==> config.mk <==
export PLATFORM = sky130hd
export DESIGN_NAME = noc_rr_arbiter
export DESIGN_NICKNAME = d
export VERILOG_FILES = /design/src/rtl/noc_pkg.sv /design/src/rtl/rr_pick.sv /design/src/rtl/noc_rr_arbiter.sv
export SDC_FILE = /design/constraint.sdc
export NUM_CORES = 1
export LEC_CHECK = 0
export CORE_ASPECT_RATIO = 1.5
export CORE_MARGIN = 4
export CORE_UTILIZATION = 40
export CTS_BUF_LIST = sky130_fd_sc_hd__clkbuf_8
export DETAILED_ROUTE_END_ITERATION = 8
export GPL_TIMING_DRIVEN = 0
export PLACE_DENSITY = 0.71
export SYNTH_ARGS = -nofsm -noshare
export SYNTH_HDL_FRONTEND = slang
export SYNTH_SLANG_ARGS = --single-unit
==> constraint.sdc <==
create_clock -name clk -period 4.9 [get_ports clk]
set_clock_uncertainty 0.05 [all_clocks]
set_input_delay 0.98 -clock clk [delete_from_list [all_inputs] [get_ports clk]]
set_output_delay 0.98 -clock clk [all_outputs]
set_load 0.005 [all_outputs]
==> src/rtl/noc_pkg.sv <==
// Shared NoC router definitions: arbiter state encoding, index width helper
// and the legacy 5-port direction numbering.
package noc_pkg;

    typedef enum logic {
        IDLE   = 1'b0,
        ACTIVE = 1'b1
    } arb_state_t;

    localparam int PORT_L = 0;
    localparam int PORT_N = 1;
    localparam int PORT_E = 2;
    localparam int PORT_W = 3;
    localparam int PORT_S = 4;

    // At least one bit, so a 2-port index still has a usable width.
    function automatic int idx_width(input int n);
        return (n > 2) ? $clog2(n) : 1;
    endfunction

endpackage

==> src/rtl/rr_pick.sv <==
// Rotating-priority picker: the first requester at or after 'start', modulo
// NUM_PORTS, found with a double-width masked priority encoder.
module rr_pick
    import noc_pkg::*;
#(
    parameter int NUM_PORTS = 5,
    parameter int IDX_W     = idx_width(NUM_PORTS)
) (
    input  logic [NUM_PORTS-1:0] req,
    input  logic [IDX_W-1:0]     start,
    output logic [NUM_PORTS-1:0] onehot,
    output logic [IDX_W-1:0]     idx,
    output logic                 any
);

    localparam int HIT_W = IDX_W + 1;

    logic [2*NUM_PORTS-1:0] doubled;
    logic [2*NUM_PORTS-1:0] mask;
    logic [2*NUM_PORTS-1:0] masked;
    logic [HIT_W-1:0]       hit;

    // Masking bits below 'start' leaves the upper copy to supply the wrap-around.
    always_comb begin
        doubled = {req, req};
        mask    = '0;
        for (int i = 0; i < 2*NUM_PORTS; i++) begin
            mask[i] = (i >= int'(start));
        end
        masked = doubled & mask;
        hit    = '0;
        for (int i = 2*NUM_PORTS-1; i >= 0; i--) begin
            if (masked[i]) begin
                hit = HIT_W'(i);
            end
        end
        any = |req;
        idx = (hit >= HIT_W'(NUM_PORTS)) ? IDX_W'(hit - HIT_W'(NUM_PORTS)) : IDX_W'(hit);
        onehot = '0;
        for (int j = 0; j < NUM_PORTS; j++) begin
            onehot[j] = any && (idx == IDX_W'(j));
        end
    end

endmodule

==> src/rtl/noc_rr_arbiter.sv <==
// Output-port arbiter: rotating-priority owner selection, crossbar select and
// the registered RTS/DCTS handshake toward the downstream router.
module noc_rr_arbiter
    import noc_pkg::*;
#(
    parameter int NUM_PORTS   = 5,
    parameter int FAIR        = 0,
    parameter int LOCK_PACKET = 0
) (
    input  logic                 clk,
    input  logic                 rst,
    input  logic [NUM_PORTS-1:0] req,
    input  logic [NUM_PORTS-1:0] tail,
    input  logic                 dcts,
    output logic [NUM_PORTS-1:0] grant,
    output logic [NUM_PORTS-1:0] xbar_sel,
    output logic                 rts
);

    localparam int IDX_W = idx_width(NUM_PORTS);
    localparam logic [IDX_W-1:0] LAST_IDX = IDX_W'(NUM_PORTS - 1);

    arb_state_t           state;
    logic [NUM_PORTS-1:0] owner;
    logic [IDX_W-1:0]     owner_idx;
    logic [IDX_W-1:0]     next_idx;
    logic [IDX_W-1:0]     pick_start;
    logic [IDX_W-1:0]     pick_idx;
    logic [NUM_PORTS-1:0] pick_onehot;
    logic                 pick_any;
    logic                 xfer;
    logic                 hold;

    assign next_idx   = (owner_idx == LAST_IDX) ? '0 : owner_idx + IDX_W'(1);
    assign pick_start = (state == IDLE || FAIR != 0) ? next_idx : owner_idx;

    rr_pick #(
        .NUM_PORTS (NUM_PORTS),
        .IDX_W     (IDX_W)
    ) u_pick (
        .req    (req),
        .start  (pick_start),
        .onehot (pick_onehot),
        .idx    (pick_idx),
        .any    (pick_any)
    );

    // Only dcts reaches the outputs combinationally; req and tail act at the edge.
    assign xfer     = rts && dcts;
    assign hold     = (LOCK_PACKET != 0) && !(|(tail & owner));
    assign grant    = owner & {NUM_PORTS{xfer}};
    assign xbar_sel = (state == ACTIVE) ? owner : '0;

    always_ff @(posedge clk) begin
        if (rst) begin
            state     <= IDLE;
            owner     <= '0;
            rts       <= 1'b0;
            owner_idx <= LAST_IDX;
        end else begin
            case (state)
                IDLE: begin
                    rts <= 1'b0;
                    if (pick_any) begin
                        state     <= ACTIVE;
                        owner     <= pick_onehot;
                        owner_idx <= pick_idx;
                    end
                end
                ACTIVE: begin
                    if (xfer) begin
                        // The dropped rts is the mandatory gap cycle after every flit.
                        rts <= 1'b0;
                        if (!hold) begin
                            if (pick_any) begin
                                owner     <= pick_onehot;
                                owner_idx <= pick_idx;
                            end else begin
                                state <= IDLE;
                                owner <= '0;
                            end
                        end
                    end else if (!rts) begin
                        rts <= 1'b1;
                    end
                end
                default: begin
                    state <= IDLE;
                end
            endcase
        end
    end

endmodule

# After elaboration in Yosys (flattened, before gate mapping)
# Cells that the tools add are included.
# Widths: inputs -> output; s select.
# classes
n_eq_ne,7
add_sub_neg,2
n_reduce_logical,9
magnitude_cmp,8
n_bitwise,3
mux,26
# ops
operator,n
$mux 4,10
$mux 5,4
$mux 3,5
$and 10x10->10,1
$pmux 5 s2,1
$ge 3x3->1 const A,3
$eq 3x2->1 const B,2
$eq 3x3->1 const B,2
$ge 1x3->1 const A,2
$ge 2x3->1 const A,2
$logic_and 1x1->1,6
$pmux 3 s2,1
$and 5x5->5,1
$reduce_or 5->1,1
$ge 4x3->1 const B,1
$pmux 1 s2,2
$add 3x1->3 const B,1
$eq 3x1->1 const B,1
$logic_not 3->1,1
$mux 1,3
$sub 3x3->3 const B,1
$ne 2x1->1 const B,1
$ne 2x2->1 const B,1
$reduce_and 2->1,1
$not 1->1,1
# totals
register_bits,10
out_inout_bits,11
word_cells,59

# Depth between registers and ports, before layout
# Gate-level depths: netlist of the first run.
# depth
depth_word,22
mapped_depth,14
ltp_nobuf,13

# Cells and area by module
# From an unflattened synthesis of the first run, not the netlist that was laid out.
# hier_totals
cells_unflattened,124
hier_area_um2,930.9
# by_module_without_submodules
mod,cells_each,area_each_um2,seq_area_each_um2,n_inst
noc_rr_arbiter,65,524.3,200.2,1
rr_pick,59,406.6,0.0,1

# Worst setup path before layout of the first run
# No wires, ideal clock.
# synth_path
path_type,register -> register
startpoint,register owner_idx[0]
endpoint,register owner[0]
arrival_ps,3457
path_stages_with_launch,15
period_less_slack_ps,3624
slack_ps,1276
path_cell_list,dfxtp_1 clkbuf_1 inv_1 ha_1 or3b_1 a2111oi_2 or3_1 buf_2 a21oi_1 or2_2 ha_1 or4_1 a21oi_2 nor3_1 a32o_1
# synth_between
elab_chain_cells,19
# synth_lines
element,line_no,text
"start, declared",noc_rr_arbiter.sv:25,logic [IDX_W-1:0] owner_idx;
"start signal, assigned",noc_rr_arbiter.sv:67,owner_idx <= pick_idx;
"start signal, assigned",noc_rr_arbiter.sv:77,owner_idx <= pick_idx;
$add 3x1->3 / $eq 3x3->1 (equally long branches),noc_rr_arbiter.sv:34,assign next_idx = (owner_idx == LAST_IDX) ? '0 : owner_idx + IDX_W'(1);
$mux 3,noc_rr_arbiter.sv:34,
$mux 3 (*),noc_rr_arbiter.sv:35,assign pick_start = (state == IDLE || FAIR != 0) ? next_idx : owner_idx;
$ge 3x3->1,rr_pick.sv:28,mask[i] = (i >= int'(start));
$and 10x10->10 (*),rr_pick.sv:30,masked = doubled & mask;
$mux 4 (6 in a row),rr_pick.sv:33,if (masked[i]) begin
$mux 4 (*),rr_pick.sv:33,
$ge 4x3->1 / $sub 3x3->3 (equally long branches),rr_pick.sv:38,idx = (hit >= HIT_W'(NUM_PORTS)) ? IDX_W'(hit - HIT_W'(NUM_PORTS)) : IDX_W'(hit);
$mux 3 (*),rr_pick.sv:38,
$logic_not 3->1 (*),rr_pick.sv:41,onehot[j] = any && (idx == IDX_W'(j));
$logic_and 1x1->1 (*),rr_pick.sv:41,
$mux 5,noc_rr_arbiter.sv:75,if (pick_any) begin
$mux 5,noc_rr_arbiter.sv:71,if (xfer) begin
$pmux 5 s2 (*),noc_rr_arbiter.sv:61,case (state)
"end signal, assigned",noc_rr_arbiter.sv:66,owner <= pick_onehot;
"end signal, assigned",noc_rr_arbiter.sv:76,owner <= pick_onehot;
"end, declared",noc_rr_arbiter.sv:24,logic [NUM_PORTS-1:0] owner;
# Every way passes the cells marked *; elsewhere a longest branch is shown, timed or not. The select of a mux whose other input is x is not followed.
# A chain may end at the register's enable or synchronous reset.

# Worst setup path after layout of the first run
# Same ends and word-level chain as after synthesis.

==> results of run 1 <==
## layout make-up
class                           count  area, um^2
Inverter                            4        15.0
Fill cell                         243        1060
Multi-Input combinational cell    109         749
Sequential cell                    10         200
Timing Repair Buffer               17         170
Tap cell                           23        28.8
Buffer                              6        30.0
Clock buffer                        4        55.1
## cell usage in the layout (no fill, tap or decap), types with 2 or more instances in the layout
cell	instances
sky130_fd_sc_hd__nand2_1	10
sky130_fd_sc_hd__clkbuf_8	4
sky130_fd_sc_hd__o21a_1	3
sky130_fd_sc_hd__ha_1	3
sky130_fd_sc_hd__a21oi_2	2
sky130_fd_sc_hd__o21ai_1	4
sky130_fd_sc_hd__o31ai_1	2
sky130_fd_sc_hd__nor2_1	5
sky130_fd_sc_hd__o211ai_1	2
sky130_fd_sc_hd__o21ai_0	3
sky130_fd_sc_hd__or3_1	2
sky130_fd_sc_hd__nand3_1	2
sky130_fd_sc_hd__a211o_1	3
sky130_fd_sc_hd__nand2b_1	5
sky130_fd_sc_hd__buf_2	3
sky130_fd_sc_hd__and3_1	6
sky130_fd_sc_hd__nor3b_1	2
sky130_fd_sc_hd__or2_2	2
sky130_fd_sc_hd__and2_1	8
sky130_fd_sc_hd__dfxtp_1	10
sky130_fd_sc_hd__a21oi_1	12
sky130_fd_sc_hd__clkdlybuf4s50_1	17
sky130_fd_sc_hd__inv_1	4
sky130_fd_sc_hd__nor3_1	5
sky130_fd_sc_hd__a32o_1	3
## metrics by stage
step | total power, mW | instances
after floorplan | 0.351 | 129
after global placement | 0.424 | 169
after detailed placement | 0.434 | 169
after CTS | 0.539 | 173
after global routing | 0.581 | 173
final | 0.540 | 173
## kinds of logic after synthesis
kind of cell,synth area share
buf+inv,0.0453
fa+ha+maj,0.0377
compound gates,0.356
simple gates,0.333
flops,0.201
mux,0.0264
## state kept, by name, summed over array words and instances (netlist names)
signal     count
owner          5
owner_idx      3
rts            1
state          1
## layer usage
metal	vias to the layer above	track usage	wire length, um
met5	-	0	0
met4	0	0.0509	25
met3	4	0.0129	54
met2	16	0.298	1520
met1	505	0.184	1130
li1	542	-	-
## worst max-delay path by stage
| stage | cells past startpoint | endpoint | slack [ns] |
|---|---|---|---|
| after detailed placement | 10 | owner[0] | 0.73 |
| final | 14 | owner[0] | 0.91 |
| after global routing | 14 | owner[0] | 0.67 |
| after floorplan | 14 | owner[0] | 1.28 |
| after global placement | 10 | owner[0] | 0.71 |
| after CTS | 14 | owner[0] | 0.92 |
## Yosys cell counts, types with 2 or more instances
| library cell | instances |
|---|---|
| sky130_fd_sc_hd__nand3_1 | 2 |
| sky130_fd_sc_hd__buf_2 | 3 |
| sky130_fd_sc_hd__or2_2 | 2 |
| sky130_fd_sc_hd__dfxtp_1 | 10 |
| sky130_fd_sc_hd__and2_1 | 8 |
| sky130_fd_sc_hd__nor2_1 | 5 |
| sky130_fd_sc_hd__a32o_1 | 3 |
| sky130_fd_sc_hd__o21ai_0 | 3 |
| sky130_fd_sc_hd__inv_1 | 4 |
| sky130_fd_sc_hd__o21ai_1 | 4 |
| sky130_fd_sc_hd__nor3_1 | 5 |
| sky130_fd_sc_hd__a21oi_1 | 12 |
| sky130_fd_sc_hd__nand2b_1 | 5 |
| sky130_fd_sc_hd__or3_1 | 2 |
| sky130_fd_sc_hd__a211o_1 | 3 |
| sky130_fd_sc_hd__ha_1 | 3 |
| sky130_fd_sc_hd__nand2_1 | 10 |
| sky130_fd_sc_hd__nor3b_1 | 2 |
| sky130_fd_sc_hd__o31ai_1 | 2 |
| sky130_fd_sc_hd__o21a_1 | 3 |
| sky130_fd_sc_hd__o211ai_1 | 2 |
| sky130_fd_sc_hd__and3_1 | 6 |
| sky130_fd_sc_hd__a21oi_2 | 2 |
## worst register-to-register path, stage by stage (launching register included)
cell	delay [ns]
sky130_fd_sc_hd__dfxtp_1	0.32
sky130_fd_sc_hd__clkbuf_1	0.33
sky130_fd_sc_hd__inv_1	0.09
sky130_fd_sc_hd__ha_1	0.26
sky130_fd_sc_hd__or3b_1	0.43
sky130_fd_sc_hd__a2111oi_2	0.34
sky130_fd_sc_hd__or3_1	0.16
sky130_fd_sc_hd__buf_2	0.15
sky130_fd_sc_hd__a21oi_1	0.08
sky130_fd_sc_hd__or2_2	0.30
sky130_fd_sc_hd__ha_1	0.24
sky130_fd_sc_hd__or4_1	0.56
sky130_fd_sc_hd__a21oi_2	0.22
sky130_fd_sc_hd__nor3_1	0.09
sky130_fd_sc_hd__a32o_1	0.28
## power by group
group / switching, mW / total [mW] / internal [mW]
logic: 0.176 / 0.317 / 0.141
registers: 0.0190 / 0.119 / 0.100
clock network: 0.0327 / 0.103 / 0.0707
==> run summary, run 1 <==
For the number of max-slew violations in the final report, the log shows 0. Across the VDD grid, the largest voltage drop is 0.283 mV. The worst path meets setup with 0.912 ns of slack.

The number of nets with antenna violations after routing came out at 0. For this design the ratio of total power to cell area is 432 mW/mm^2. After clock tree synthesis, the clock-pin slew on the worst setup and hold paths is 0.05 ns.

OpenSTA, run right after detailed placement, puts the worst setup slack at 0.727 ns. The first global-routing pass estimated 4520 um of wire. The delay contributed by the slowest stage of the critical path was 0.56 ns. The number of buffers added on ports is 17, and the half-perimeter wire length after placement is 2170 um. The worst register-to-register path ends at owner[0]. The worst register-to-register path has a setup slack of 0.91 ns.

The number of warnings printed during yosys synthesis was 0. The via count of the first global-routing pass is 1,009, and the worst path required time is 4.98 ns. The routed length per instance is 15.8 um. The fraction of final layout cells with drive strength greater than 1 came out at 0.127. Setup violations remaining at the end of the flow were counted as 0.

Clock latency at the later pin of the worst-skew pair: 0.23 ns. The worst min-delay path category is reg2reg. Once layout is done, the placed cells without fillers occupy 0.00125 mm^2. In this run the count of I/O pins placed on the die edge is 24.

The initial antenna violation count came out at 0. The most used flip-flop cell after synthesis is sky130_fd_sc_hd__dfxtp_1. Launching instance or port of the critical path: owner_idx[0]. The count of cells along the worst register-to-register path came out at 14. Detailed routing inserted a total of 1,067 vias. The final standard cell utilization of the core was 0.540.

The tools report the element type at the critical path start as a flip-flop. Entering global routing, the biggest net connects 11 pins. For the number of placement rows, the log shows 21.

The number of nets handed over by synthesis was 145. sky130_fd_sc_hd__dfxtp_1 takes more of the synthesized area than any other cell. The area growth from synthesis to layout came out at 25.5%. Counting the buffers created by CTS gives 3. Cell at the slowest stage of the critical path: sky130_fd_sc_hd__or4_1. The cell family contributing the most delay on the critical path is simple AND/OR/NAND/NOR gates. The critical path is of the reg2reg type. The post-synthesis area per instance was 7.71 um^2. After detailed routing, the number of remaining DRC violations is 0. The number of distinct library cell variants in the gate-level netlist after synthesis is 51.

By area the synthesized netlist is led by sky130_fd_sc_hd__dfxtp_1, sky130_fd_sc_hd__a21oi_1, sky130_fd_sc_hd__and2_1. The run gives 1 as the number of H-tree branching levels. The startpoint identified for the worst register-to-register timing path is owner_idx[0]. Walking the worst path, the cells encountered are clkbuf_1, inv_1, ha_1, or3b_1, a2111oi_2, or3_1, buf_2, a21oi_1, or2_2, ha_1, or4_1, a21oi_2, nor3_1, a32o_1. Among the stages of the critical path, the cell type that occurs most often is sky130_fd_sc_hd__ha_1. For the smallest hold slack, the log shows 0.432 ns. At the pin with the least slew margin, the transition time is 0.592 ns. For this design the static power due to leakage is 0.482 nW.

The tools report the residual overflow from global routing as 0. STA classifies the critical path endpoint as a flip-flop. The placement-stage cell area came out at 0.00119 mm^2.

From bottom edge to top edge, the die measures 69.1 um. The proportion of netlist area held by the largest area contributor was 0.201. At the end of the flow, the number of nets in the layout was 167. Along the worst path, the maximum fanout reaches 9.

Across the run, the number of max-cap violations was 0. The number of hold violations in the final report is 0. The final cycle utilization of the critical path is 0.814, and the total clock sinks is 10. For the maximum buffer depth of the clock tree, the log shows 2. The region available for standard cell placement spans 0.00231 mm^2. TritonCTS built the clock tree. The routed design has 2730 um of wire. The width of the chip is 48.7 um. The cell sitting at the root of the clock tree is a sky130_fd_sc_hd__clkbuf_8. The tools report the buffers inserted during post-CTS setup optimization as 0.

The fraction of the yosys area taken by sequential cells is 0.201. The path with the worst hold slack has its endpoint at owner[1]. Post-CTS repair changed the size of 0 cells. Derived from the worst setup path, the maximum achievable clock frequency is 251 MHz.

Setup repair after global routing left no endpoint under its margin. The detailed-routing iteration count for the pre-antenna-repair pass is 4, and the violation count after the first detailed-route iteration is 36. Origin of the worst min-delay path: owner[1]. The relative slew slack was 0.601; the netlist area before placement was 995 um^2. The number of buffers inserted by hold repair at cts was 0; the die outline area was 0.00336 mm^2. After synthesis the netlist holds a flip-flop and latch count of 10. After routing, the total negative slack on setup checks comes to 0 ns. Total routing resource utilization after global routing: 0.160. In this run, synthesis inferred 0 flip-flops with an integrated enable. The run finished with clean final reports.

0 antenna diodes ended up in the layout. The worst hold path passes through 2 cells. The routed design could run at a clock period as short as 3.99 ns. At the worst endpoint, the arrival time is 4.07 ns.

The placer congestion estimate is 0.791. In the routed layout, each cell is associated on average with a via count of 6.17. Synthesis produced 129 cells. Counting both buffers and inverters, the worst setup path holds a total of 3. The initial core utilization was 0.430; the share of flip-flops with an asynchronous set or reset was 0.
Power figures use the tool's default switching activity.
==> run 2: changes to the inputs <==
- PLACE_DENSITY: 0.71 -> 0.73
- clock period: 4.9 -> 3.6 ns (I/O delays scaled with it)
==> run 2 against run 1 <==
Net effect:
- clock power is 37% higher
- critical path type unchanged
- sequential share of layout area shrank 0.81 points
- via count rose by 3.5%
- non-clock buffer count increased by 1
- die area stayed put
- worst setup slack worse by 0.77 ns
- wire length rose by 2.6%
- worst hold slack got worse by 0.020 ns
- critical endpoint is now owner[2]
- core utilization up 3.6 points
- maximum frequency increased by 15%
- total power grew 47%
==> run summary, run 2 (synthesis gave the netlist of run 1 again) <==
The total power per unit cell area is 595 mW/mm^2. The fraction of final layout cells with drive strength greater than 1 is 0.205, and the proportion of total power due to net switching is 0.416. The number of placement rows was 21; the number of max-slew violations in the final report was 0.

The run gives 0.576 as the final standard cell utilization of the core. Wires add up to 2800 um. The relative slew slack came out at 0.536.

The signal on the critical path passes through buf_8, inv_1, ha_2, or3b_4, a2111oi_4, or3_4, a21oi_1, or2_2, ha_2, or4_4, a21oi_4, nor3_1, a32o_1. The logs give 0 for the number of maximum-capacitance constraint violations and 169 for the number of cells after detailed placement. The critical setup path kind was reg2reg. Among the stages of the critical path, the cell type that occurs most often is sky130_fd_sc_hd__ha_2. In the layout the commonest cells are sky130_fd_sc_hd__clkdlybuf4s50_1, sky130_fd_sc_hd__a21oi_1, sky130_fd_sc_hd__nand2_1, sky130_fd_sc_hd__and2_1, sky130_fd_sc_hd__dfxtp_1.

In this run the power spent charging and discharging nets is 0.329 mW. The launching instance or port of the critical path was owner_idx[0]. After global routing the overflow that remains totals 0. After clock tree synthesis, the flow added hold-fix buffers numbering 0.

The logs give 2070 um for the half-perimeter wire length after placement and 0.880 for the placer congestion estimate. The tools report the initial antenna violation count as 0. The final cycle utilization of the critical path is 0.960, and the count of cells along the worst register-to-register path is 13. For the worst slack at placement, the log shows -0.316 ns. The initial core utilization is 0.430, and the average vias per placed instance is 6.34.

The repair_antennas step left the layout with diodes totalling 0. The run gives 0 as the final count of negative-setup-slack endpoints. The path class of the tightest hold or removal check is reg2reg. The combined flip-flop and latch cell area was 203 um^2. The detailed router finished its first iteration with 27 violations.

For this run, the detailed router's first-pass iteration total came to 4. At the later pin of the worst-skew pair, clock insertion delay measures 0.24 ns. The critical path's top delay family was simple AND/OR/NAND/NOR gates. The area of the multi-input gates is 808 um^2. The largest net degree at the start of global routing was 11. The highest ir drop seen on vdd came out at 0.397 mV. After layout, the worst setup slack is 0.142 ns.

The endpoint class of the critical path was a flip-flop. The logs give 0.620 for the combinational fraction of design power and 0.168 for the total routing resource utilization after global routing. The tools report the clock power share as 0.178. The final-stage net count came out at 168. The largest registers in the layout are owner: 5 flops, owner_idx: 3 flops.

The clock passes through at most 2 buffers. For the number of buffers added by the clock tree synthesis step, the log shows 3. Static timing analysis puts the maximum clock frequency at 289 MHz. The tools report the die outline area as 0.00336 mm^2.

The tree is rooted in a sky130_fd_sc_hd__clkbuf_8. The clock transition time at the flip-flop clock pins of the worst setup and hold paths is 0.05 ns, and the top fanout value on the critical path is 9. The critical path runs through a total of 13 cells. The run gives 4900 um as the wire length of the first global-routing pass. The detail route stage leaves a number of antenna-violating nets equal to 0.

The critical path contains buffers and inverters numbering 2 combined. For the pin with the worst max-slew slack, the measured transition is 0.689 ns. The run gives 1,116 as the via count of the first global-routing pass. Delay contributed by the slowest stage of the critical path: 0.55 ns. The number of flip-flops under the largest register name was 5. The startpoint of the worst-slack reg-to-reg timing path was owner_idx[0]. Data arrival time of the critical path: 3.53 ns. The core footprint is 0.00231 mm^2. For this run, design rule violations remaining after detail routing come to 0. From left edge to right edge, the die measures 48.7 um.

The part of the power in registers came out at 0.203. The startpoint identified for the worst hold timing path is owner[3]. The logs give 24 for the number of primary I/O pins and 1 for the number of H-tree branching levels. In this run the static leakage power is 0.500 nW.

The time the final worst path needs with I/O delays and setup came out at 3.46 ns. The total number of vias is 1,104. The number of hold violations in the final report is 0. The internal power of the cells came out at 0.462 mW. In this run the critical register-to-register path is captured at owner[2]. On the critical path, the stage with the largest delay is an instance of sky130_fd_sc_hd__or4_4. The clock drives 10 sinks. Leaving out filler cells and counting taps, the final layout contains 174. TritonCTS built the clock tree. The reg-to-reg setup timing slack is 0.14 ns. The area growth from synthesis to layout is 33.8%. The run finished with clean final reports.

Fill cells in the final layout number 222. At the worst endpoint, the required time is 3.67 ns. Leaving out fill and tap cells, the most frequent cell in the layout is sky130_fd_sc_hd__clkdlybuf4s50_1. The number of buffers added on ports is 17. The tools report the element type at the critical path start as a flip-flop.

Smallest hold slack: 0.412 ns. Register with the most flip-flops: owner. The routed length per instance was 16.1 um.

The die is 69.1 um tall. Following the worst setup path forward leads to its endpoint at owner[2].
-- run 2: changes by cell type in the layout (fill, tap and decap cells not counted), moves of 2 or more --
cell,delta
sky130_fd_sc_hd__ha_2,+2
sky130_fd_sc_hd__dfxtp_2,+2
sky130_fd_sc_hd__dfxtp_1,-2
sky130_fd_sc_hd__buf_4,+2
sky130_fd_sc_hd__ha_1,-2
sky130_fd_sc_hd__a21oi_4,+2
-- run 2: worst min-delay path by stage --
| stage | to | slack, ns | cells past startpoint |
|---|---|---|---|
| floorplan | owner[1] | 0.38 | 2 |
| global placement | owner[1] | 0.40 | 2 |
| detailed placement | owner[3] | 0.41 | 2 |
| CTS | owner[3] | 0.42 | 2 |
| global route | owner[3] | 0.43 | 2 |
| finish | owner[3] | 0.41 | 2 |
-- run 2: power by group through the flow --
stage	combinational, mW	sequential [mW]	clock (mW)
CTS	0.471	0.157	0.142
finish	0.490	0.161	0.141
floorplan	0.325	0.153	0
detailed placement	0.426	0.159	0
global route	0.539	0.165	0.148
global placement	0.419	0.158	0
-- run 2: final cells by class --
| type | count | area share |
|---|---|---|
| timing repair buffer | 19 | 0.139 |
| tap | 23 | 0.0216 |
| buffer | 5 | 0.0273 |
| sequential | 10 | 0.152 |
| multi-input combinational | 109 | 0.607 |
| inverter | 4 | 0.0113 |
| clock buffer | 4 | 0.0414 |
-- run 2: repair_timing --
item,CTS,global route
resized for setup,9,9
endpoints found under the setup margin,6,6
buffers inserted,2,0
pin swaps,3,4
-- run 2: tightest hold or removal path: stages, from the launching register on --
cell	delay (ns)
sky130_fd_sc_hd__dfxtp_1	0.31
sky130_fd_sc_hd__nand2_1	0.05
sky130_fd_sc_hd__o31ai_1	0.05
-- run 2: through the flow --
stage	total power, mW	area (um^2)	setup TNS [ns]
final	0.792	1330	0
after global routing	0.852	1330	-0.0426
after CTS	0.771	1310	0
after detailed placement	0.586	1190	-1.32
after global placement	0.577	1190	-0.907
after floorplan	0.478	996	0
-- run 2: metal layers --
layer,GRT usage,part of all wire
met4,0.0479,0.0089
met2,0.292,0.52
met1,0.210,0.43
met3,0.0237,0.043
met5,0,0
